### src/rtl/hough_vote_scheduler.sv
// hough_vote_scheduler
//   Scores one circle-centre candidate at a time against a Hough accumulator
//   held in BRAM. The scheduler visits 8 ring points around the candidate,
//   one per cycle, and counts how many accumulator reads come back non-zero.
//   It keeps the best-scoring candidate of the current frame.
//
//   Handshake: a candidate transfers in a cycle where cand_valid and
//   cand_ready are both 1. cand_ready is 1 only in IDLE while frame_start is
//   low and rst is low. A source whose cand_valid is refused must hold the
//   candidate until it is accepted.
//
//   Timing: the accept cycle is cycle 0. ISSUE covers cycles 1..8, DRAIN
//   covers the next RD_LAT cycles, and DECIDE is one cycle after that. IDLE
//   comes back in cycle 10+RD_LAT.
//
//   Ports
//     clk, rst            clock, asynchronous active-high reset
//     frame_start         new-frame pulse: clears best, aborts evaluation
//     cand_valid/ready    candidate handshake, cand_x[9:0], cand_y[8:0]
//     rd_en, rd_addr      accumulator BRAM read request (18-bit word address)
//     rd_data             BRAM read data, valid RD_LAT cycles after rd_en
//     best_valid/x/y/score best candidate of the frame so far
//     busy                1 in every state other than IDLE
//     stateDbg            current FSM state (0 IDLE,1 ISSUE,2 DRAIN,3 DECIDE)
//
//   Build option: HOUGH_TIE_LATEST_EN. When this macro is defined, a
//   candidate whose score equals the current best score replaces the best
//   entry. By default, the earlier entry is kept on a tie.
module hough_vote_scheduler #(
   parameter int RADIUS     = 4,
   parameter int ROW_LENGTH = 450,
   parameter int COL_LENGTH = 290,
   parameter int BIAS       = 95,
   parameter int THRESH     = 7,
   parameter int RD_LAT     = 2
) (
   input  logic        clk,
   input  logic        rst,
   input  logic        frame_start,
   input  logic        cand_valid,
   output logic        cand_ready,
   input  logic [9:0]  cand_x,
   input  logic [8:0]  cand_y,
   output logic        rd_en,
   output logic [17:0] rd_addr,
   input  logic [3:0]  rd_data,
   output logic        best_valid,
   output logic [9:0]  best_x,
   output logic [8:0]  best_y,
   output logic [3:0]  best_score,
   output logic        busy,
   output logic [1:0]  stateDbg
);

   typedef enum logic [1:0] {IDLE = 2'd0, ISSUE = 2'd1, DRAIN = 2'd2, DECIDE = 2'd3} stateT;

   localparam logic signed [10:0] R11    = 11'(RADIUS);
   localparam logic signed [10:0] B11    = 11'(BIAS);
   localparam logic signed [10:0] XLIM11 = 11'(ROW_LENGTH + BIAS);
   localparam logic signed [10:0] YLIM11 = 11'(COL_LENGTH + BIAS);
   localparam logic [17:0]        ROW18  = 18'(ROW_LENGTH);
   localparam logic [3:0]         THR4   = 4'(THRESH);
   localparam logic [2:0]         DLAST  = 3'(RD_LAT - 1);

   stateT              state, nextState;
   logic [9:0]         candX;
   logic [8:0]         candY;
   logic [2:0]         slotIdx;
   logic [2:0]         drainCnt;
   logic [3:0]         voteCnt;
   // The current-cycle issue (issueNow) plus these RD_LAT registered stages
   // form the 1+RD_LAT-deep valid pipeline. The last stage lines up with
   // rd_data for that read.
   logic [RD_LAT-1:0]  pendPipe;

   logic signed [10:0] dx, dy, px, py, pxOff, pyOff;
   logic               inWindow, issueNow, transfer, winner;

   // Ring offsets in the fixed visiting order.
   always_comb begin
      dx = '0;
      dy = '0;
      case (slotIdx)
         3'd0: dx = -R11;
         3'd1: dx = R11;
         3'd2: dy = -R11;
         3'd3: dy = R11;
         3'd4: begin dx = -R11; dy = -R11; end
         3'd5: begin dx = R11;  dy = -R11; end
         3'd6: begin dx = -R11; dy = R11;  end
         default: begin dx = R11; dy = R11; end
      endcase
   end

   // Signed 11-bit arithmetic means any point left of or above the origin
   // compares as out-of-window.
   assign px       = $signed({1'b0, candX}) + dx;
   assign py       = $signed({2'b00, candY}) + dy;
   assign pxOff    = px - B11;
   assign pyOff    = py - B11;
   assign inWindow = (px >= B11) && (px < XLIM11) && (py >= B11) && (py < YLIM11);

   // State register
   always_ff @(posedge clk or posedge rst) begin
      if (rst) state <= IDLE;
      else     state <= nextState;
   end

   // Next-state logic
   always_comb begin
      nextState = state;
      if (frame_start) begin
         nextState = IDLE;
      end else begin
         case (state)
            IDLE:    if (transfer) nextState = ISSUE;
            ISSUE:   if (slotIdx == 3'd7) nextState = DRAIN;
            DRAIN:   if (drainCnt == DLAST) nextState = DECIDE;
            default: nextState = IDLE;
         endcase
      end
   end

   // Output logic
   always_comb begin
      cand_ready = (state == IDLE) && !frame_start && !rst;
      busy       = (state != IDLE);
      issueNow   = (state == ISSUE) && inWindow && !frame_start;
      rd_en      = issueNow;
      rd_addr    = issueNow ? (18'(pxOff) + 18'(pyOff) * ROW18) : '0;
      stateDbg   = state;
   end

   assign transfer = cand_valid && cand_ready;

`ifdef HOUGH_TIE_LATEST_EN
   assign winner = (voteCnt >= THR4) && (!best_valid || (voteCnt >= best_score));
`else
   assign winner = (voteCnt >= THR4) && (!best_valid || (voteCnt > best_score));
`endif

   // Datapath registers
   always_ff @(posedge clk or posedge rst) begin
      if (rst) begin
         candX      <= '0;
         candY      <= '0;
         slotIdx    <= '0;
         drainCnt   <= '0;
         voteCnt    <= '0;
         pendPipe   <= '0;
         best_valid <= 1'b0;
         best_x     <= '0;
         best_y     <= '0;
         best_score <= '0;
      end else begin
         // Clearing the pipeline on frame_start discards late returns from
         // the aborted candidate.
         if (frame_start) begin
            pendPipe <= '0;
         end else begin
            for (int i = RD_LAT - 1; i > 0; i--) pendPipe[i] <= pendPipe[i-1];
            pendPipe[0] <= issueNow;
         end

         if (transfer) begin
            candX   <= cand_x;
            candY   <= cand_y;
            slotIdx <= '0;
            voteCnt <= '0;
         end else begin
            if (state == ISSUE) slotIdx <= slotIdx + 3'd1;
            if (pendPipe[RD_LAT-1] && (rd_data != 4'd0) && (voteCnt < 4'd8))
               voteCnt <= voteCnt + 4'd1;
         end

         if (state == ISSUE)      drainCnt <= '0;
         else if (state == DRAIN) drainCnt <= drainCnt + 3'd1;

         if (frame_start) begin
            best_valid <= 1'b0;
            best_x     <= '0;
            best_y     <= '0;
            best_score <= '0;
         end else if ((state == DECIDE) && winner) begin
            best_valid <= 1'b1;
            best_x     <= candX;
            best_y     <= candY;
            best_score <= voteCnt;
         end
      end
   end

endmodule
### config.mk
export PLATFORM = sky130hd
export DESIGN_NAME = hough_vote_scheduler
export DESIGN_NICKNAME = d
export VERILOG_FILES = /design/src/rtl/hough_vote_scheduler.sv
export SDC_FILE = /design/constraint.sdc
export NUM_CORES = 1
export LEC_CHECK = 0
export ABC_CLOCK_PERIOD_IN_PS = 8400
export CORE_UTILIZATION = 30
export CTS_CLUSTER_DIAMETER = 40
export CTS_CLUSTER_SIZE = 8
export DETAILED_ROUTE_END_ITERATION = 6
export GPL_TIMING_DRIVEN = 1
export SETUP_SLACK_MARGIN = 0.05
export SLEW_MARGIN = 20
export SYNTH_ARGS = -nofsm -noshare
export SYNTH_HDL_FRONTEND = slang
export SYNTH_SLANG_ARGS = --single-unit
### constraint.sdc
create_clock -name clk -period 8.4 [get_ports clk]
set_clock_uncertainty 0.15 [all_clocks]
set_input_delay 0.84 -clock clk [delete_from_list [all_inputs] [get_ports clk]]
set_output_delay 0.84 -clock clk [all_outputs]
set_load 0.005 [all_outputs]
# == Word level (Yosys, flattened, before mapping) ==
# Cells that the tools add are included.
# W data, S select, Z words.
# totals
register_bits,57
output_inout_bits,47
# classes
n_eq_ne,14
mul,1
reduce_logical,29
mux,23
addsub,8
magnitude_cmp,7
# op_table
operator,n
$pmux W11 S2,2
$ge A11 B8 Y1 const B,2
$sub A11 B8 Y11 const B,2
$mux W10,2
$add A18 B18 Y18,1
$mul A18 B8 Y17 const B,1
$mux W18,1
$mux W9,2
$mux W4,4
$eq A3 B3 Y1 const B,4
$logic_and A1 B1 Y1,12
$mux W3,4
$add A10 B11 Y11,1
$add A11 B11 Y11,1
$lt A11 B10 Y1 const B,1
$lt A11 B11 Y1 const B,1
$mux W2,5
$reduce_bool A2 Y1,5
$ne A3 B3 Y1 const B,3
$add A3 B1 Y3 const B,2
$eq A3 B1 Y1 const B,2
$eq A3 B2 Y1 const B,2
$pmux W2 S3,1
$reduce_or A3 Y1,2
14 further kinds,19

# == Logic depth before layout (Yosys ltp) ==
# Gate-level depths: netlist of the first run.
# logic_depth
ltp_word,11
depth_mapped,31
depth_no_buf,31

# == Least setup slack after synthesis of the first run ==
# Ideal clock, no wire load.
# synth_timing
kind,register to output
start,reg slotIdx[0]
end,out rd_addr[16]
stages_incl_launch_ff,28
t_arrival_ns,6.486
path_buffers,0
slack_ns,0.924
required_time_ns,7.410
cell_sequence,dfrtp_1 -> inv_1 -> ha_1 -> nor2_1 -> a21oi_2 -> inv_1 -> fa_1 -> xor2_1 -> nor3_1 -> xnor2_1 -> inv_1 -> fa_1 -> inv_1 -> ha_1 -> inv_1 -> fa_1 -> inv_1 -> ha_1 -> ha_1 -> nor2b_1 -> o21a_1 -> o41ai_1 -> xnor2_1 -> ha_1 -> a2111o_1 -> a31oi_1 -> o21ai_0 -> a21oi_1
# synth_via
elab_chain_len,11
word_cells_on_any_way,29
# synth_rtl
item,line,rtl
"start, declared",68,logic [2:0] slotIdx;
"start signal, assigned",171,if (state == ISSUE) slotIdx <= slotIdx + 3'd1;
branches (longest 10 deep; another with $mul A18 B8 Y17),--,
$mux W18 *,130,rd_addr = issueNow ? (18'(pxOff) + 18'(pyOff) * ROW18) : '0;
"end, declared",45,"output logic [17:0] rd_addr,"
# Every way passes the cells marked *.

# == Worst setup path after layout of the first run ==
# layout_timing
start,reg slotIdx[0]
end,out rd_addr[17]
# Same word-level chain as after synthesis.

==> results by group, run 1 <==
Drt
  – DRC Markers: 0
  – WL per Instance: between 10 and 15 µm
  – DR vias: 4511
  – Via density: 4.75
  – Final wirelength: 12700 µm
  – Initial drt markers: 154
  – DR pass1 iterations: 4
  – Routed Antenna Nets: 0

Logic synthesis
  – Post-Syn Nets: 746
  – Largest family of logic cells by synthesized area: adder cells
  – Mux share of post-synthesis cell area: 8.37%
  – Post-synthesis sequential area ratio: approximately a quarter
  – Synth Register Bits: 57
  – Synth Instances: 618
  – Commonest cells post-synth: ha_1 (87), nor2_1 (86), inv_1 (61), dfrtp_1 (57), xnor2_1 (30)
  – Top cell type's share of synthesized area: 24.9%
  – Mapped cell area: 0.00574 mm²
  – Compound-gate portion of the synthesized area: 13.8%
  – Mapped Avg Cell Area: 9.29 µm²
  – Post-Synth Simple-Gate Area: 13.6%
  – Synth Flop Type: dfrtp_1
  – Synth top area cells: dfrtp_1 (25%), ha_1 (19%), nor2_1 (5.6%), fa_1 (4.9%), mux2i_1 (4.7%)
  – Synth cell types: 64
  – Post-synthesis async set-or-reset flop share: 100%
  – Post-synthesis adder-cell area fraction: 24.2%
  – XOR/XNOR Fraction of Synth Area: 10.3%
  – Most common cell in the netlist: ha_1
  – Area leader, netlist: dfrtp_1
  – Post-synth EDFFs: 0
  – YS warnings: 0

Global routing
  – Initial antenna violation count: 0
  – Total track usage: 13.7%
  – Vias in the first global route: 4501
  – Largest net degree at the start of global routing: 58
  – Grt ovf: 0
  – First-pass GRT wire length: 21800 µm

STA
  – Setup violators final: 0
  – Max-slew violations: 0
  – Final setup slack of the worst path: approximately 0.35 ns
  – Final hold violations: 0
  – Slew margin rel.: roughly 30%
  – WHS: 0.370 ns
  – Worst-margin pin slew: 1.05 ns
  – RSZ-0062 raised after global routing: true
  – Tmin final: slightly above 8 ns
  – Post-Route Setup TNS: 0 ns
  – Crit share post-route: a little over nine tenths
  – Max Freq: 0.124 GHz

Clock tree
  – Hold buffers post-CTS: 0
  – Inserted Clock Buffers: 9
  – Clock-pin slew on the worst setup and hold paths: roughly 0.05 ns
  – Buffer levels on the longest clock path: 2
  – CTS Root Cell: clkbuf_16
  – H-tree depth: 3
  – Clock latency on the worst-skew pair: 0.32 ns
  – Num Clock Sinks: 57
  – CTS tree: yes

Worst setup path
  – Critical path's largest stage delay: 0.50 ns
  – Slowest-stage cell, CP: fa_1
  – Crit path DAT: 7.06 ns
  – Crit start category: flop
  – Crit path kind: flop to primary output
  – WP data required: 7.41 ns
  – Max Fanout on Critical Path: 5
  – Crit end category: primary output

Die
  – Die width: 140 µm
  – Total die area: 0.0197 mm²
  – Num rows: 50
  – Num ports: 74
  – Die height: 140 µm
  – Initial core utilization: 30.7%
  – Core Region: 0.0187 mm²

Placed design
  – Port Buffer Count: 73
  – Final GP Congestion: 0.803
  – DP Worst Slack: approximately 0.35 ns
  – Hpwl dp: 9720 µm
  – Dpl cells: slightly above 900

Finish
  – P&R area growth vs syn: 28.1%
  – Fin nets: 839
  – Fin cells: 949
  – Layout cell share with drive strength beyond 1: 13.7%
  – Fill count: approximately 1900
  – # diodes: 0
  – Area of the multi-input gates: 0.00422 mm²
  – Register area: 0.00143 mm²

Run
  – MaxCap Viol Count: 0

Min path
  – Hold/Removal Path Class: flop to flop

Outcome
  – Status: completed
## cells in the final DEF (no fill, tap or decap), types with 13 or more instances in the layout
cell type and n:
a21o_1 19, a21oi_1 26, buf_4 20, clkdlybuf4s50_1 72, dfrtp_1 57, fa_1 13
ha_1 81, inv_1 59, mux2_2 16, mux2i_1 27, nand2_1 15, nor2_1 82
o21ai_0 17, xnor2_1 24, xor2_1 24
## registers in the layout, summed over array words and instances (netlist names)
register    cells
slotIdx         3
pendPipe        2
best_x         10
best_y          9
stateDbg        2
best_valid      1
candY           9
voteCnt         4
drainCnt        3
best_score      4
candX          10
## path summary, 6_finish.rpt
kind | from | to | slack [ns] | cells past startpoint
worst max-delay path | slotIdx[0] | rd_addr[17] | 0.35 | 28
worst min-delay path | drainCnt[0] | drainCnt[0] | 0.37 | 1
worst max register to register | slotIdx[0] | pendPipe[0] | 3.97 | 14
worst min register to register | drainCnt[0] | drainCnt[0] | 0.37 | 1
max in group asynchronous | rst | drainCnt[2] | 6.71 | 3
min in group asynchronous | rst | best_y[1] | 0.92 | 3
## metal layers
layer  up-vias  global-route usage (%)  wire length, µm
met4         0                    4.57              169
met5         -                       0                0
met3        15                    2.50              513
met1      2090                    18.9             6390
li1       2331                       -                -
met2        75                    21.5             5640
## kinds of logic (layout without fill, tap and decap cells)
kind of cell,count (synthesis),after routing
flops,57,57
buf+inv,73,170
simple gates,164,164
mux,45,45
fa+ha+maj,103,103
xor+xnor,60,60
compound gates,116,116
## what timing repair did
action,in CTS,in global routing
setup endpoints to repair,2,3
endpoints found under the hold margin,0,0
buffers inserted,1,9
gates resized for setup,6,27
pin swaps,1,13
## stage by stage
stage	util [%]	instance area, µm²
after floorplan	-	5740
after global placement	36.4	6800
after detailed placement	36.4	6800
after CTS	38.2	7140
after global routing	39.3	7350
final	39.3	7350
## worst max-delay path, delay by kind of cell, from the launching register on
family	cells	cell delay, ns
buf+inv	5	0.68
flops	1	0.39
simple gates	5	0.76
fa+ha+maj	9	3.11
mux	1	0.28
compound gates	6	1.06
xor+xnor	2	0.44
## final cells by class
type	count	area share [%]
Clock inverter	5	0.766
Multi-Input combinational cell	488	57.4
Tap cell	234	3.98
Sequential cell	57	19.4
Clock buffer	10	3.25
Timing Repair Buffer	93	12.0
Inverter	62	3.17
Power of run 1 is not shown: default switching activity piles up to over one toggle a cycle in this logic, so the estimate is an artifact.
==> run 2: changes to the inputs <==
- CTS_CLUSTER_SIZE: 8 -> 30
- MAX_ROUTING_LAYER: unset -> met4
==> run 2 against run 1 <==
Net effect: utilization unchanged; die area unchanged; register-to-register slack barely moved.
==> results by group, run 2 (synthesis results as in run 1) <==
Finish
  – Top Registers: best_x: 10 flops, candX: 10 flops
  – # diodes: 0
  – Layout cell share with drive strength beyond 1: between 10% and 20%
  – Commonest cells after routing, fill and taps aside: nor2_1 (82), ha_1 (81), clkdlybuf4s50_1 (72)
  – Register area: between 0.001 and 0.0015 mm²
  – Final core utilization: 39.3%
  – Fill count: 1856
  – Fin cells: 949
  – Most common cell after layout, fill and taps aside: nor2_1
  – Fin nets: 839
  – Area of the multi-input gates: 0.00422 mm²
  – P&R area growth vs syn: 28.1%

Worst setup path
  – Slowest-stage cell, CP: fa_1
  – Crit start category: flop
  – Critical path's largest stage delay: about 0.50 ns
  – Max Fanout on Critical Path: 5
  – Crit path kind: flop to primary output
  – RR Startpoint: slotIdx[0]
  – WP data required: 7.41 ns
  – Crit end category: primary output
  – Critical path startpoint: slotIdx[0]
  – Crit path DAT: about 7.1 ns

STA
  – RSZ-0062 raised after global routing: true
  – Worst-margin pin slew: 1.05 ns
  – Final hold violations: 0
  – Tmin final: 8.05 ns
  – Max-slew violations: 0
  – Crit share post-route: 95.8%
  – Slew margin rel.: between 20% and 30%
  – WHS: around 0.37 ns
  – Final setup slack of the worst path: 0.350 ns
  – Setup violators final: 0
  – Max Freq: roughly 0.12 GHz

Global routing
  – Initial antenna violation count: 0
  – Largest net degree at the start of global routing: 58
  – First-pass GRT wire length: 21800 µm
  – Total track usage: 14.1%
  – Vias in the first global route: 4503
  – Grt ovf: 0

Min path
  – Hold/Removal Path Class: flop to flop
  – Min-delay src: drainCnt[0]

Clock tree
  – Clock-pin slew on the worst setup and hold paths: 0.05 ns
  – Clock latency on the worst-skew pair: 0.33 ns
  – H-tree depth: 3
  – Num Clock Sinks: 57
  – Buffer levels on the longest clock path: 2
  – CTS tree: yes
  – Inserted Clock Buffers: 9
  – CTS Root Cell: clkbuf_16

Drt
  – DRC Markers: 0
  – Final wirelength: 12800 µm
  – DR vias: 4522
  – WL per Instance: around 13 µm
  – Metal-1 WL: approximately 6400 µm
  – DR pass1 iterations: 4
  – Top layer in use: met4
  – Initial drt markers: ~190
  – Via density: 4.77
  – Met3 routed WL: roughly 490 µm
  – Routed Antenna Nets: 0
  – Wire length on met2: 5680 µm

Placed design
  – Dpl cells: 924
  – DP Worst Slack: 0.345 ns
  – Hpwl dp: 9720 µm
  – Port Buffer Count: 73
  – Final GP Congestion: 0.814

Die
  – Die height: approximately 140 µm
  – Initial core utilization: 30.7%
  – Total die area: 0.0197 mm²
  – Num ports: between 70 and 80
  – Core Region: ~0.019 mm²
  – Num rows: 50
  – Die width: 140 µm

Outcome
  – Status: completed

Run
  – MaxCap Viol Count: 0
run 2: cell counts in the layout (fill, tap and decap cells not counted):
No cell type changed its count.
run 2: area by class of cell:
class / count / area share (%)
Clock buffer: 10 / 3.25
Clock inverter: 5 / 0.766
Inverter: 62 / 3.17
Multi-Input combinational cell: 488 / 57.4
Sequential cell: 57 / 19.4
Tap cell: 234 / 3.98
Timing Repair Buffer: 93 / 12.0
run 2: final timing paths:
kind,endpoint,slack (ns),cells past startpoint
max,rd_addr[17],0.35,28
min,drainCnt[0],0.37,1
max reg2reg,pendPipe[0],3.97,14
min reg2reg,drainCnt[0],0.37,1
max in group asynchronous,drainCnt[2],6.70,3
min in group asynchronous,best_y[1],0.92,3
run 2: metrics by stage:
| step | setup TNS [ns] | instance area [µm²] |
|---|---|---|
| after floorplan | 0 | 5740 |
| after global placement | 0 | 6800 |
| after detailed placement | 0 | 6800 |
| after CTS | 0 | 7140 |
| after global routing | -0.0794 | 7350 |
| final | 0 | 7350 |
run 2: critical path: cells and delay by family, from the launching register on:
kind | cells | cell delay, ns
multiplexers | 1 | 0.28
AND/OR/NAND/NOR | 5 | 0.76
AO/OA/AOI/OAI | 6 | 1.06
flip-flops | 1 | 0.39
adder cells (fa/ha/maj) | 9 | 3.11
buffers and inverters | 5 | 0.68
XOR/XNOR | 2 | 0.44
run 2: layer usage:
layer	track usage (%)	vias up
met5	-	-
met1	18.9	2098
met4	4.22	0
li1	-	2331
met2	21.7	79
met3	2.36	14
run 2: timing repair:
action | 4_1_cts | 5_1_grt
setup buffers | 1 | 9
gates resized for setup | 6 | 27
setup endpoints to repair | 2 | 3
endpoints found under the hold margin | 0 | 0
gates cloned | 0 | 0
pin swaps | 1 | 13
hold buffers | 0 | 0
Power of run 2 is left out for the same reason.
==> run 3: changes to the inputs <==
- CORE_UTILIZATION: 30 -> 50
- PLACE_DENSITY: unset -> 0.73
==> run 3 against run 2 <==
Net effect: worst setup slack worse by 0.14 ns; fmax down 1.8%; global-route usage up 10 points; sequential cell count unchanged; final cell count down 9.8%; critical path depth up 3; routed wire length up 5.5%; count of clock-buffer cells in the layout down 1; register-to-register slack worse by 0.13 ns; critical path type unchanged; hold slack worse by 0.038 ns; non-clock buffer count unchanged.
==> results by group, run 3 (synthesis results as in run 1) <==
Worst setup path
  – Max Fanout on Critical Path: 9
  – Critical path startpoint: slotIdx[0]
  – WP data required: 7.41 ns
  – Crit path kind: flop to primary output
  – Slowest-stage cell, CP: fa_1
  – Reg2Reg Depth: 14
  – FF-to-FF setup slack: 3.84 ns
  – Critical path's largest stage delay: 0.53 ns
  – Crit end category: primary output
  – RR Startpoint: slotIdx[0]
  – Crit start category: flop
  – Most used cell, CP: ha_1
  – R2r endpoint: pendPipe[0]
  – Crit path DAT: 7.20 ns

Global routing
  – Initial antenna violation count: 0
  – First-pass GRT wire length: 22200 µm
  – Total track usage: 24.3%
  – Largest net degree at the start of global routing: between 50 and 60
  – Vias in the first global route: between 4000 and 5000
  – Grt ovf: 0

Clock tree
  – Inserted Clock Buffers: 9
  – Clock-pin slew on the worst setup and hold paths: 0.06 ns
  – Num Clock Sinks: 57
  – CTS Root Cell: clkbuf_16
  – CTS tree: yes
  – Buffer levels on the longest clock path: 2
  – Clock latency on the worst-skew pair: 0.33 ns
  – H-tree depth: 3

Placed design
  – Final GP Congestion: 0.879
  – DP Worst Slack: 0.244 ns
  – Hpwl dp: 10200 µm
  – Port Buffer Count: 73

Die
  – Num rows: 38
  – Num ports: 74
  – Initial core utilization: 52.0%
  – Die height: about 110 µm
  – Die width: roughly 110 µm
  – Total die area: 0.0119 mm²
  – Core Region: 0.0110 mm²

Outcome
  – Status: completed

Drt
  – WL per Instance: 15.7 µm
  – DR pass1 iterations: 4
  – Via density: 5.59
  – Routed Antenna Nets: 0
  – DRC Markers: 0
  – Initial drt markers: approximately 200
  – DR vias: 4788
  – Final wirelength: 13500 µm

STA
  – RSZ-0062 raised after global routing: true
  – Worst-margin pin slew: between 0.7 and 0.8 ns
  – WHS: ~0.33 ns
  – Crit share post-route: 97.5%
  – Setup violators final: 0
  – Tmin final: between 8 and 9 ns
  – Slew margin rel.: 46.6%
  – Final setup slack of the worst path: 0.206 ns
  – Final hold violations: 0
  – Max-slew violations: 0
  – Max Freq: 0.122 GHz

Finish
  – P&R area growth vs syn: 26.3%
  – # diodes: 0
  – Top Registers: best_x: 10 flops, candX: 10 flops
  – Layout cell share with drive strength beyond 1: 13.3%
  – Fin nets: roughly 840
  – Most common cell after layout, fill and taps aside: ha_1
  – Commonest cells after routing, fill and taps aside: ha_1 (86), nor2_1 (84), clkdlybuf4s50_1 (72)
  – Final core utilization: 65.7%

Min path
  – Hold Path End: pendPipe[1]
  – Hold Crit Depth: 1
  – Min-delay src: pendPipe[0]
  – Hold/Removal Path Class: flop to flop

Run
  – MaxCap Viol Count: 0
## run 3: layer usage
metal | vias to the layer above | wire (µm) | global-route usage, %
met3 | 21 | 522 | 4.84
li1 | 2340 | - | -
met1 | 2332 | 5850 | 28.1
met4 | 0 | 221 | 5.60
met5 | - | 0 | -
met2 | 95 | 6880 | 43.0
## run 3: timing repair
item                       CTS  global route
cloned                       0             0
gates resized for setup      7            23
setup endpoints to repair    2             3
pin swaps                    1            10
setup buffers                0            12
hold buffers                 0             0
## run 3: critical path, delay by kind of cell (launching register included)
kind	cells	cell delay, ns
AOI/OAI and AO/OA	5	1.02
xor gates and xnor gates	2	0.28
adders and majority gates	8	2.89
buffers and inverters	8	1.06
DFF	1	0.39
muxes	1	0.28
and+or+nand+nor	7	0.95
## run 3: worst max-delay path by stage
stage / to / cells past startpoint
global placement: rd_addr[16] / 26
CTS: rd_addr[17] / 29
detailed placement: rd_addr[16] / 26
global route: rd_addr[17] / 31
finish: rd_addr[17] / 31
floorplan: rd_addr[16] / 27
## run 3: metrics by stage
| step | cell area (µm²) | std cells | TNS [ns] |
|---|---|---|---|
| after floorplan | 5740 | 618 | 0 |
| after global placement | 6660 | 828 | 0 |
| after detailed placement | 6660 | 828 | 0 |
| after CTS | 7040 | 844 | 0 |
| after global routing | 7250 | 856 | -0.169 |
| final | 7250 | 856 | 0 |
## run 3: area by class of cell
class	count	area, µm²
Clock buffer	9	225
Multi-Input combinational cell	488	4200
Timing Repair Buffer	93	887
Fill cell	867	3780
Inverter	62	233
Clock inverter	7	104
Sequential cell	57	1430
Tap cell	140	175
Power of run 3 is left out for the same reason.
